File: src/rtl/fifo_pkg.sv
// rtl/fifo_pkg.sv - shared FIFO defaults and occupancy-width helper
package fifo_pkg;

    localparam int FIFO_DEF_DATA_WIDTH   = 12;
    localparam int FIFO_DEF_ADDR_WIDTH   = 3;
    localparam int FIFO_DEF_ALMOST_FULL  = 6;
    localparam int FIFO_DEF_ALMOST_EMPTY = 1;

    // Occupancy runs 0..DEPTH inclusive, so it needs one bit more than an address
    function automatic int cnt_width(input int addr_width);
        return addr_width + 1;
    endfunction

endpackage

File: src/rtl/fifo_ram.sv
// rtl/fifo_ram.sv - FIFO storage array, synchronous write, asynchronous read
module fifo_ram #(
    parameter int DATA_WIDTH = 12,
    parameter int ADDR_WIDTH = 3
) (
    input  logic                  clk,
    input  logic                  we,
    input  logic [ADDR_WIDTH-1:0] waddr,
    input  logic [DATA_WIDTH-1:0] wdata,
    input  logic [ADDR_WIDTH-1:0] raddr,
    output logic [DATA_WIDTH-1:0] rdata
);

    localparam int DEPTH = 1 << ADDR_WIDTH;

    logic [DATA_WIDTH-1:0] mem [DEPTH];

    // Write port: contents are never reset, only occupancy makes them meaningful
    always_ff @(posedge clk) begin
        if (we) begin
            mem[waddr] <= wdata;
        end
    end

    assign rdata = mem[raddr];

endmodule

File: src/rtl/fifo_param.sv
// rtl/fifo_param.sv - parameterised synchronous FIFO; FIFO_ERR_FLAGS_EN adds sticky overflow/underflow
module fifo_param
    import fifo_pkg::*;
#(
    parameter int DATA_WIDTH   = FIFO_DEF_DATA_WIDTH,
    parameter int ADDR_WIDTH   = FIFO_DEF_ADDR_WIDTH,
    parameter int ALMOST_FULL  = FIFO_DEF_ALMOST_FULL,
    parameter int ALMOST_EMPTY = FIFO_DEF_ALMOST_EMPTY
) (
    input  logic                               clk,
    input  logic                               reset,
    input  logic                               push,
    input  logic                               pop,
    input  logic [DATA_WIDTH-1:0]              data_in,
    output logic [DATA_WIDTH-1:0]              data_out,
    output logic                               valid_out,
    output logic                               full,
    output logic                               empty,
    output logic                               almost_full,
    output logic                               almost_empty,
`ifdef FIFO_ERR_FLAGS_EN
    output logic                               overflow,
    output logic                               underflow,
`endif
    output logic [cnt_width(ADDR_WIDTH)-1:0]   count
);

    localparam int DEPTH = 1 << ADDR_WIDTH;
    localparam int CW    = cnt_width(ADDR_WIDTH);

    logic [ADDR_WIDTH-1:0] wr_ptr;
    logic [ADDR_WIDTH-1:0] rd_ptr;
    logic [DATA_WIDTH-1:0] rd_data;
    logic                  push_ok;
    logic                  pop_ok;

    // Acceptance is judged on the current count, so full+both pops only and empty+both pushes only
    assign push_ok = push && !full;
    assign pop_ok  = pop && !empty;

    assign full         = (count == CW'(DEPTH));
    assign empty        = (count == '0);
    assign almost_full  = (count >= CW'(ALMOST_FULL));
    assign almost_empty = (count <= CW'(ALMOST_EMPTY));

    fifo_ram #(
        .DATA_WIDTH (DATA_WIDTH),
        .ADDR_WIDTH (ADDR_WIDTH)
    ) u_ram (
        .clk   (clk),
        .we    (push_ok),
        .waddr (wr_ptr),
        .wdata (data_in),
        .raddr (rd_ptr),
        .rdata (rd_data)
    );

    // Pointers, occupancy and the registered read port
    always_ff @(posedge clk or posedge reset) begin
        if (reset) begin
            wr_ptr    <= '0;
            rd_ptr    <= '0;
            count     <= '0;
            data_out  <= '0;
            valid_out <= 1'b0;
        end else begin
            if (push_ok) begin
                wr_ptr <= wr_ptr + ADDR_WIDTH'(1);
            end
            if (pop_ok) begin
                rd_ptr   <= rd_ptr + ADDR_WIDTH'(1);
                data_out <= rd_data;
            end
            if (push_ok && !pop_ok) begin
                count <= count + CW'(1);
            end else if (pop_ok && !push_ok) begin
                count <= count - CW'(1);
            end
            valid_out <= pop_ok;
        end
    end

`ifdef FIFO_ERR_FLAGS_EN
    // Sticky error flags, cleared only by reset
    always_ff @(posedge clk or posedge reset) begin
        if (reset) begin
            overflow  <= 1'b0;
            underflow <= 1'b0;
        end else begin
            if (push && full) begin
                overflow <= 1'b1;
            end
            if (pop && empty) begin
                underflow <= 1'b1;
            end
        end
    end
`endif

endmodule

File: config.mk
export PLATFORM = sky130hd
export DESIGN_NAME = fifo_param
export DESIGN_NICKNAME = d
export VERILOG_FILES = /design/src/rtl/fifo_pkg.sv /design/src/rtl/fifo_ram.sv /design/src/rtl/fifo_param.sv
export SDC_FILE = /design/constraint.sdc
export NUM_CORES = 1
export LEC_CHECK = 0
export ABC_AREA = 0
export ABC_CLOCK_PERIOD_IN_PS = 4950
export BUFFER_PORTS_ARGS = -buffer_cell sky130_fd_sc_hd__buf_2
export CORE_ASPECT_RATIO = 1.25
export CORE_MARGIN = 2
export CORE_UTILIZATION = 64
export DETAILED_ROUTE_END_ITERATION = 12
export PLACE_DENSITY = 0.81
export SYNTH_ARGS = -nofsm -noshare
export SYNTH_HDL_FRONTEND = slang
export SYNTH_HIERARCHICAL = 1
export SYNTH_SLANG_ARGS = --single-unit
File: constraint.sdc
create_clock -name clk -period 4.95 [get_ports clk]
set_input_delay 0.7425 -clock clk [delete_from_list [all_inputs] [get_ports clk]]
set_output_delay 0.7425 -clock clk [all_outputs]
set_load 0.005 [all_outputs]
==> results.cfg <==
[yosys]
synth_top_family_by_area = multiplexers
async_reset_ff_share_pct = 19.33
yosysWarnings = 6
syn_inst = 229
ys_ff_latch = 119
synth-compound-area-share_pct = 0.3118
synthXorXnorAreaFrac_pct = 1.455
synth_edf_count = 96
ys_types = 27
synth_area_um2 = 4816
synth-adder-area-share_pct = 1.819
syn-num-nets = 252
synth_mux_area_share_pct = 19.69
ys.flop_type = edfxtp_1
avgSynthCellArea_um2 = 21.03
synth_seq_area_share_pct = 71.81
synth-simple-area-share_pct = 2.884

[floorplanning]
initial_core_util_pct = 65.46
core_um2 = 7357
num_rows = 35
die_w_um = 81.59
dieArea_um2 = 8239
ios = 37
fp.dieH_um = 101.0

[final_layout]
layout_commonest_cell = edfxtp_1
post-route-util_pct = 76.92
fin_nets = 303
stdcell_count = 383
area_delta_synth_final_pct = 17.51
n_antenna_cell = 0
fillers = 380
layout_common_cells = edfxtp_1, buf_2, dfrtp_1
layout-drive-gt1-share_pct = 34.02

[timing]
whs_ps = 446.8
tightest_slew_ps = 1265
tns_ps = 0
fin_crit_sh_pct = 56.82
setup_slack_ps = 2138
timing.final.hold_violations = 0
fmax_mhz = 355.6
drv_slew = 0
period_needed_ps = 2812
slew-limit-headroom_pct = 15.35
rsz0062_at_grt = no
finalSetupViolCount = 0
finalClockSkew_ps = 9.401

[setup_path]
critPathArrivalTime_ps = 2920
path_cells = inv_1 > ha_1 > nand3b_1 > nand2_1 > inv_1 > nand2b_1 > nor2_1
worst-path-buf-inv = 2
required_ps = 5060
cp-end-kind = flop
cp_slowest_cell = nor2_1
rr_endpoint = u_ram/mem[1][7]$_DFFE_PP_
regToRegStartpoint = count[1]$_DFFE_PP0P_
crit_family = simple AND/OR/NAND/NOR gates
cp_max_fo = 12
worst-setup-path-type = flop to flop
critical-path-top-cell-by-count = inv_1
crit_path_start = count[1]$_DFFE_PP0P_
cp.depth = 7
start_kind = flop
crit_end = u_ram/mem[1][7]$_DFFE_PP_
reg2regPathDepth = 7
rrSetupSlack_ps = 2140
critPathMaxStageDelay_ps = 990

[worst_hold_path]
hold_path_class = input port to async pin

[global_routing]
grt_pass1_vias = 2301
grt_pass1_wl_mm = 12.77
grtUsageTotal_pct = 22.99
grt_max_degree = 27
overflow = 0
antenna_found_initial = 0

[clocking]
cts_tree = built
ctsLongestPathBuffers = 2
cts_root_buf = clkbuf_8
htreeDepth = 4
clock_latency_ps = 500
clk_pin_slew_ps = 60
cts_resized = 0
cts_hold_buffers = 0
cts.sinks = 119
cts_setup_buffers = 0
numCtsBuffers = 17

[run]
drv_cap = 0

[routing]
via_per_inst = 6.039
via_count = 2313
drc = 0
postRouteAntennaNets = 0
wl_per_cell_um = 22.14
wl_mm = 8.481
drtIter0Drc = 213
first_pass_iters = 4

[place]
pre_cts_ws_ps = 2301
hpwl_mm = 4.771
port_buffers = 36
gp_congestion = 0.7531
dp_cells = 353

[pwr]
p_leak_nw = 2.144
vdd_ir_drop_max_v = 0.0005741
power.density_nw_per_um2 = 632.1

[outcome]
status = finished, final reports clean
final cells by class:
cell class / instances / area, µm² / share of cell area (%)
Inverter: 7 / 26.28 / 0.4643
Sequential cell: 119 / 3458 / 61.11
Multi-Input combinational cell: 95 / 1270 / 22.44
Clock inverter: 11 / 157.7 / 2.786
Timing Repair Buffer: 40 / 210.2 / 3.714
Clock buffer: 19 / 421.7 / 7.451
Tap cell: 92 / 115.1 / 2.034
metal layers:
layer / track usage (%) / share of wire, % / vias to the layer above
li1: - / - / 1026
met1: 29.80 / 42 / 1189
met3: 6.541 / 4.8 / 14
met2: 36.57 / 52 / 84
met5: 0 / 0 / -
met4: 10.00 / 1.6 / 0
worst register-to-register path, stage by stage, from the launching register on:
cell and delay [ps]:
dfrtp_1 470, inv_1 130, ha_1 260, nand3b_1 150, nand2_1 130, inv_1 140, nand2b_1 160, nor2_1 990
state kept, by name, summed over array words and instances (netlist names):
register and count:
u_ram/mem 96, data_out 12, count 4, rd_ptr 3, wr_ptr 3, valid_out 1
cells by family (layout without fill, tap and decap cells):
| logic type | Yosys count | count (layout) |
|---|---|---|
| muxes | 51 | 51 |
| DFF | 119 | 119 |
| and+or+nand+nor | 26 | 26 |
| buffers and inverters | 15 | 77 |
| xor gates and xnor gates | 8 | 8 |
| adders and majority gates | 7 | 7 |
| AOI/OAI and AO/OA | 3 | 3 |
how the worst min path moves through the flow:
stage                             start                   endpoint  slack [ps]  cells past startpoint
2_1_floorplan     rd_ptr[2]$_DFFE_PP0P_      rd_ptr[2]$_DFFE_PP0P_         440                      1
3_3_place_gp    data_out[6]$_DFFE_PP0P_    data_out[6]$_DFFE_PP0P_         480                      1
3_5_place_dp   data_out[11]$_DFFE_PP0P_   data_out[11]$_DFFE_PP0P_         490                      1
4_1_cts                           reset       count[1]$_DFFE_PP0P_         460                      2
5_1_grt                      data_in[2]  u_ram/mem[2][2]$_DFFE_PP_         510                      1
6_report                          reset       count[2]$_DFFE_PP0P_         450                      2
metrics by stage:
stage                     total power [W]  area [µm²]
after CTS                        0.003608        5659
after global placement           0.002337        5080
after global routing             0.003737        5659
after detailed placement         0.002370        5080
final                            0.003577        5659
after floorplan                  0.002114        4816
power breakdown:
group	switching [W]	total [W]	internal [W]
Clock	0.000392	0.00119	0.000803
Sequential	0.000171	0.00148	0.00131
Combinational	0.000396	0.000902	0.000506
Total	0.000959	0.00358	0.00262
synth_stat cells, types with 4 or more instances:
cell type	n	area (µm²)
inv_1	7	26.28
nand2b_1	4	25.02
mux2_4	7	105.1
edfxtp_1	96	2883
xnor2_1	5	43.79
ha_1	7	87.58
mux4_1	21	551.8
nand2_1	4	15.01
mux2_2	19	214.0
nor2_1	8	30.03
dfrtp_1	23	575.6
No activity file was read; power rests on OpenSTA's default activity.
